$ cat src/rtl/st_symbol_unpacker.sv
`default_nettype none
// ============================================================================
// Module   : st_symbol_unpacker
// Brief    : Avalon-ST adapter that splits multi-symbol beats into one-symbol
//            beats, preserving SOP/EOP and honouring the EOP empty count.
// Revision : 1.0 - initial release
// ============================================================================
module st_symbol_unpacker #(
   parameter int SYMBOLS_PER_BEAT = 4,
   parameter int SYMBOL_WIDTH     = 8,
   parameter int EMPTY_WIDTH      = 2
) (
   input  logic                                     clk,
   input  logic                                     reset,
   input  logic                                     in_valid,
   input  logic [SYMBOLS_PER_BEAT*SYMBOL_WIDTH-1:0] in_data,
   output logic                                     in_ready,
   input  logic                                     in_startofpacket,
   input  logic                                     in_endofpacket,
   input  logic [EMPTY_WIDTH-1:0]                   in_empty,
   output logic                                     out_valid,
   output logic [SYMBOL_WIDTH-1:0]                  out_data,
   input  logic                                     out_ready,
   output logic                                     out_startofpacket,
   output logic                                     out_endofpacket
);

   localparam int                     c_DATA_W   = SYMBOLS_PER_BEAT * SYMBOL_WIDTH;
   localparam logic [EMPTY_WIDTH-1:0] c_LAST_IDX = EMPTY_WIDTH'(SYMBOLS_PER_BEAT - 1);

   logic [c_DATA_W-1:0]    r_hold_data;
   logic                   r_hold_sop;
   logic                   r_hold_eop;
   logic [EMPTY_WIDTH-1:0] r_last_idx;
   logic                   r_full;
   logic [EMPTY_WIDTH-1:0] r_idx;

   logic w_at_last;
   logic w_drain;
   logic w_accept;

   assign w_at_last = (r_idx == r_last_idx);
   assign w_drain   = r_full && out_ready && w_at_last;
   // Ready depends on out_ready only, so a new beat can load on the drain cycle.
   assign in_ready  = !reset && (!r_full || w_drain);
   assign w_accept  = in_valid && in_ready;

   always_ff @(posedge clk) begin
      if (reset) begin
         r_hold_data <= '0;
         r_hold_sop  <= 1'b0;
         r_hold_eop  <= 1'b0;
         r_last_idx  <= '0;
         r_full      <= 1'b0;
         r_idx       <= '0;
      end else if (w_accept) begin
         r_hold_data <= in_data;
         r_hold_sop  <= in_startofpacket;
         r_hold_eop  <= in_endofpacket;
         r_last_idx  <= in_endofpacket ? (c_LAST_IDX - in_empty) : c_LAST_IDX;
         r_full      <= 1'b1;
         r_idx       <= '0;
      end else if (w_drain) begin
         r_full <= 1'b0;
         r_idx  <= '0;
      end else if (r_full && out_ready) begin
         r_idx <= r_idx + EMPTY_WIDTH'(1);
      end
   end

   // First symbol of the beat lives in the most significant lane.
   always_comb begin
      out_data = '0;
      for (int i = 0; i < SYMBOLS_PER_BEAT; i++) begin
         if (r_idx == EMPTY_WIDTH'(i)) begin
            out_data = r_hold_data[c_DATA_W-1-i*SYMBOL_WIDTH -: SYMBOL_WIDTH];
         end
      end
   end

   assign out_valid         = r_full;
   assign out_startofpacket = r_hold_sop && (r_idx == '0);
   assign out_endofpacket   = r_hold_eop && w_at_last;

endmodule
`default_nettype wire
$ cat config.mk
export PLATFORM = sky130hd
export DESIGN_NAME = st_symbol_unpacker
export DESIGN_NICKNAME = d
export VERILOG_FILES = /design/src/rtl/st_symbol_unpacker.sv
export SDC_FILE = /design/constraint.sdc
export NUM_CORES = 1
export LEC_CHECK = 0
export BUFFER_PORTS_ARGS = -buffer_cell sky130_fd_sc_hd__buf_2
export CORE_MARGIN = 3
export CORE_UTILIZATION = 51
export CTS_CLUSTER_SIZE = 30
export DETAILED_ROUTE_END_ITERATION = 10
export PLACE_DENSITY = 0.77
export SLEW_MARGIN = 20
export SYNTH_ARGS = -nofsm -noshare
export SYNTH_HDL_FRONTEND = slang
export SYNTH_SLANG_ARGS = --single-unit
$ cat constraint.sdc
create_clock -name clk -period 1.95 [get_ports clk]
set_clock_uncertainty 0.15 [all_clocks]
set_input_delay 0.39 -clock clk [delete_from_list [all_inputs] [get_ports clk]]
set_output_delay 0.39 -clock clk [all_outputs]
set_load 0.005 [all_outputs]
Word level (Yosys, flattened, before mapping)

Index checks and enable logic that the tools add are counted.

Input bits: 40
Memory bits (read-only): 0
Latch bits: 0
Memories: 0
Word-level logic and storage cells: 31
Output and inout port bits: 12
Register bits: 39
Memory bits (writable): 0

Bitwise gates (word level): 0
Equal/unequal tests: 4
Add/subtract/negate cells: 2
Shifts and indexed selects: 0
Muxes and demuxes: 7
$mul: 0
Magnitude comparators: 0
Divide/modulo/power cells: 0
Reductions and logical operators: 12

Operators with widths:

| operator                                            | number |
|---|---|
| 2-to-1 mux 8 bit                                    | 4 |
| logical AND 1 bit                                   | 6 |
| equality test 2 bit, second input constant          | 2 |
| OR reduction 3 bit                                  | 1 |
| adder 2 x 1 -> 2 bit, second input constant         | 1 |
| equality test 2 x 1 -> 1 bit, second input constant | 1 |
| equality test 2 bit                                 | 1 |
| logical NOT 1 bit                                   | 2 |
| logical NOT 2 bit                                   | 1 |
| 2-to-1 mux 1 bit                                    | 2 |
| 2-to-1 mux 2 bit                                    | 1 |
| nonzero test 2 bit                                  | 1 |
| subtractor 2 bit, first input constant              | 1 |
| logical OR 1 bit                                    | 1 |

Longest topological paths before layout

Depth after elaboration: 6
Mapped depth: 6
Depth with buffers taken out: 5

Worst setup path before layout

No wires, ideal clock.

Path type: flip-flop to output port
Start point: register r_idx[1]
End point: output out_data[5]
Setup slack: 58 ps
Required time: 1410 ps
Cell stages (with the launch flop): 7
Buffers on the path: 1
Arrival time: 1352 ps
Cell sequence: dfxtp_1 inv_1 ha_1 clkbuf_1 and3b_1 a211oi_1 o31ai_1

Word-level cells in the longest chain between the ends: 5
Elaborated cells on any way between the ends: 8
Classes of those cells: eq/ne: 3; mux: 4; reduce/logical: 1

RTL lines:

| item                          | line | RTL |
|---|---|---|
| start, declared               | 36   | `logic [EMPTY_WIDTH-1:0] r_idx;` |
| start signal, assigned        | 67   | `r_idx <= r_idx + EMPTY_WIDTH'(1);` |
| logical NOT 2 bit             | 75   | `if (r_idx == EMPTY_WIDTH'(i)) begin` |
| 2-to-1 mux 8 bit (3 in a row) | 75   |  |
| 2-to-1 mux 8 bit *            | 75   |  |
| end, declared                 | 22   | `output logic [SYMBOL_WIDTH-1:0] out_data,` |

Every way passes the cells marked *; elsewhere a longest branch is shown, timed or not.

Worst setup path after layout

Start point: register r_idx[0]
End point: output out_data[4]

Same word-level chain as after synthesis.

==> metrics <==
status=finished, violations left; violated checks=negative setup slack; Reg area=786 um^2; Final Util=72.2%; Post-Synth XOR/XNOR Area=0.811%; Critical Path End Type=primary output; CP Data Required Time=1.41 ns; post-layout min period=2.29 ns; Die ar.=5050 um^2; Crit-path slowest cell=dfxtp_4; Die W=71.1 um; post-synth top area cell=dfxtp_1; Synth async-reset ratio=0%; initial antenna violation count=0; Internal=1.36 mW; grt ovf=0; Max clock buf depth=2; Sw Share=27.8%; Yosys reg bits=39; Num CTS Buffers=5; Die Ht=71.1 um; area growth from synthesis to layout=34.7%; DRC=0; critical-path cell list=buf_4, ha_4, buf_6, and3b_1, a211oi_1, o31ai_1, buf_2; routed vias/inst=5.28; R2R Setup Slk=0.05 ns; Post-synth EDFFs=0; RSZ-0062 raised after global routing=true; Post-synth top cells=68 x nand2b_1, 39 x dfxtp_1, 34 x mux2i_1, 11 x nor2b_1, 10 x clkbuf_1; global-route wire length before repair=8720 um; IO Pins=52; Core Box Area=4030 um^2; post-synthesis simple-gate area fraction=29.7%; most frequent cell after synthesis=nand2b_1; Max Slew Vio Count=0; Worst-path clk slew=0.07 ns; H-tree depth=2; hold crit path type=in -> reg; clock root buffer=clkbuf_8; Worst Slack Setup Final=-0.342 ns; Nets=345; top cells by area, synth=dfxtp_1 36%, nand2b_1 20%, mux2i_1 16%, and3b_1 3.2%, nor2b_1 3.2%; Vias=1859; crit-path max FO=7; ys flop type=dfxtp_1; initial core utilization=53.6%; Sinks on Clock Net=39; hold slack=0.191 ns; initial drt markers=132; Syn Inst Count=228; CP startpoint=r_idx[0]$_SDFFE_PP0P_; worst ir drop on vdd=0.392 mV; vias in the first global route=1883; sequential share of power=49.1%; CP Data Arrival Time=1.75 ns; share of layout cells above drive strength 1=38.4%; FILL cells=305; First-pass DRT Iterations=6; Sw Pwr=523 uW; final hold viol count=0; Wirelength per Cell=15.7 um; Diodes inserted=0; Post-DP HPWL=3400 um; Routed Antenna Nets=0; total power=1.88 mW; Worst-Margin Slew=0.442 ns; period utilisation layout=118%; CTS tree=built; Yosys warning count=0; pre-CTS WS=-0.124 ns; post-synth top area share=36.2%; Clk pwr share=28.2%; Max Cap Viol=0; Critical Path Start Type=flip-flop; post-synthesis sequential area ratio=36.2%; total track usage=22.0%; count of cell types in the netlist=25; Syn Nets=272; Mean Syn Cell Area=9.47 um^2; CP peak stage delay=0.38 ns; RR Startpoint=r_idx[0]$_SDFFE_PP0P_; compound-cell area share of the yosys netlist=8.17%; Final Setup Violations=10; # rows=23; Final Wtd Congestion=0.858; Post-Syn Area=2160 um^2; PwrDens=647 nW/um^2; mux contribution to synthesized area=16.8%; largest family of logic cells by synthesized area=simple AND/OR/NAND/NOR gates; HP Start=in_data[3]; post-synthesis adder-cell area fraction=2.32%; largest net degree at the start of global routing=31; latest clock arrival within the worst-skew pair=0.30 ns; leakage=1.32 nW; CP Class=reg -> out; slew margin rel.=70.6%; Achievable Freq=0.436 GHz; DRT Wirelength=5510 um; Gate power share=22.7%; Port Buffers=51; area of the multi-input gates=1410 um^2
## critical path, delay by kind of cell, from the launching register on
family / cells / cell delay [ns]
fa+ha+maj: 1 / 0.17
simple gates: 1 / 0.18
buf+inv: 3 / 0.40
compound gates: 2 / 0.32
flops: 1 / 0.38
## metrics by stage
stage          instance area (um^2)  setup TNS (ns)  std cells
6_report                       2910           -2.81        352
4_1_cts                        2780           -2.32        347
5_1_grt                        2910           -3.57        352
3_5_place_dp                   2490          -0.685        327
3_3_place_gp                   2490          -0.413        327
2_1_floorplan                  2160               0        228
## sequential cells by signal (all words and copies together), names as in the netlist
signal       cells
r_hold_sop       1
out_valid        1
r_hold_eop       1
r_idx            2
r_hold_data     32
r_last_idx       2
## cell type report
cell class,count,area share (%)
Clock buffer,7,2.62
Clock inverter,1,0.172
Inverter,4,0.645
Multi-Input combinational cell,169,48.5
Sequential cell,39,27.0
Tap cell,50,2.15
Timing Repair Buffer,82,18.9
## what timing repair did
action                                  4_1_cts  5_1_grt
resized for setup                            25       20
pin swaps                                     6        7
buffers inserted                             14        5
endpoints found under the setup margin       10       11
hold buffers                                  0        0
## power groups by stage
stage / combinational [mW] / clock, mW / sequential (mW)
after global placement: 0.351 / 0 / 0.927
after global routing: 0.465 / 0.572 / 0.931
after CTS: 0.394 / 0.536 / 0.915
final: 0.427 / 0.531 / 0.924
after floorplan: 0.258 / 0 / 0.911
after detailed placement: 0.358 / 0 / 0.928
## cells in the final DEF (no fill, tap or decap), drive strengths merged
| master | count |
|---|---|
| and2 | 1 |
| and3b | 8 |
| xor2 | 2 |
| clkbuf | 7 |
| nand2 | 9 |
| o2111ai | 1 |
| nand2b | 68 |
| buf | 82 |
| nor3 | 1 |
| clkinvlp | 1 |
| nand3 | 3 |
| a211oi | 8 |
| mux2 | 2 |
| nor2b | 11 |
| o41a | 1 |
| clkinv | 1 |
| o31ai | 9 |
| a21oi | 4 |
| ha | 4 |
| dfxtp | 39 |
| mux2i | 34 |
| inv | 3 |
| or2b | 1 |
| a221oi | 1 |
| nor3b | 1 |
## routing by layer
metal / track usage (%) / part of all wire, % / vias to the layer above
met5: 0 / 0 / -
met4: 7.10 / 2.6 / 0
met3: 6.68 / 5.8 / 18
met2: 36.4 / 49 / 68
met1: 27.4 / 42 / 861
li1: - / - / 912
## kinds of logic (layout without fill, tap and decap cells)
family	after synthesis	after routing
AO/OA/AOI/OAI	24	24
XOR/XNOR	2	2
adder cells (fa/ha/maj)	4	4
buffers and inverters	20	94
flip-flops	39	39
multiplexers	36	36
AND/OR/NAND/NOR	103	103
## path summary, 6_finish.rpt
path	to	depth (start not counted)
setup / recovery	out_data[4]	7
hold / removal	r_hold_data[3]$_SDFFE_PP0P_	3
setup reg to reg	r_hold_data[23]$_SDFFE_PP0P_	5
hold reg to reg	r_hold_data[1]$_SDFFE_PP0P_	2
Power figures use the tool's default switching activity.
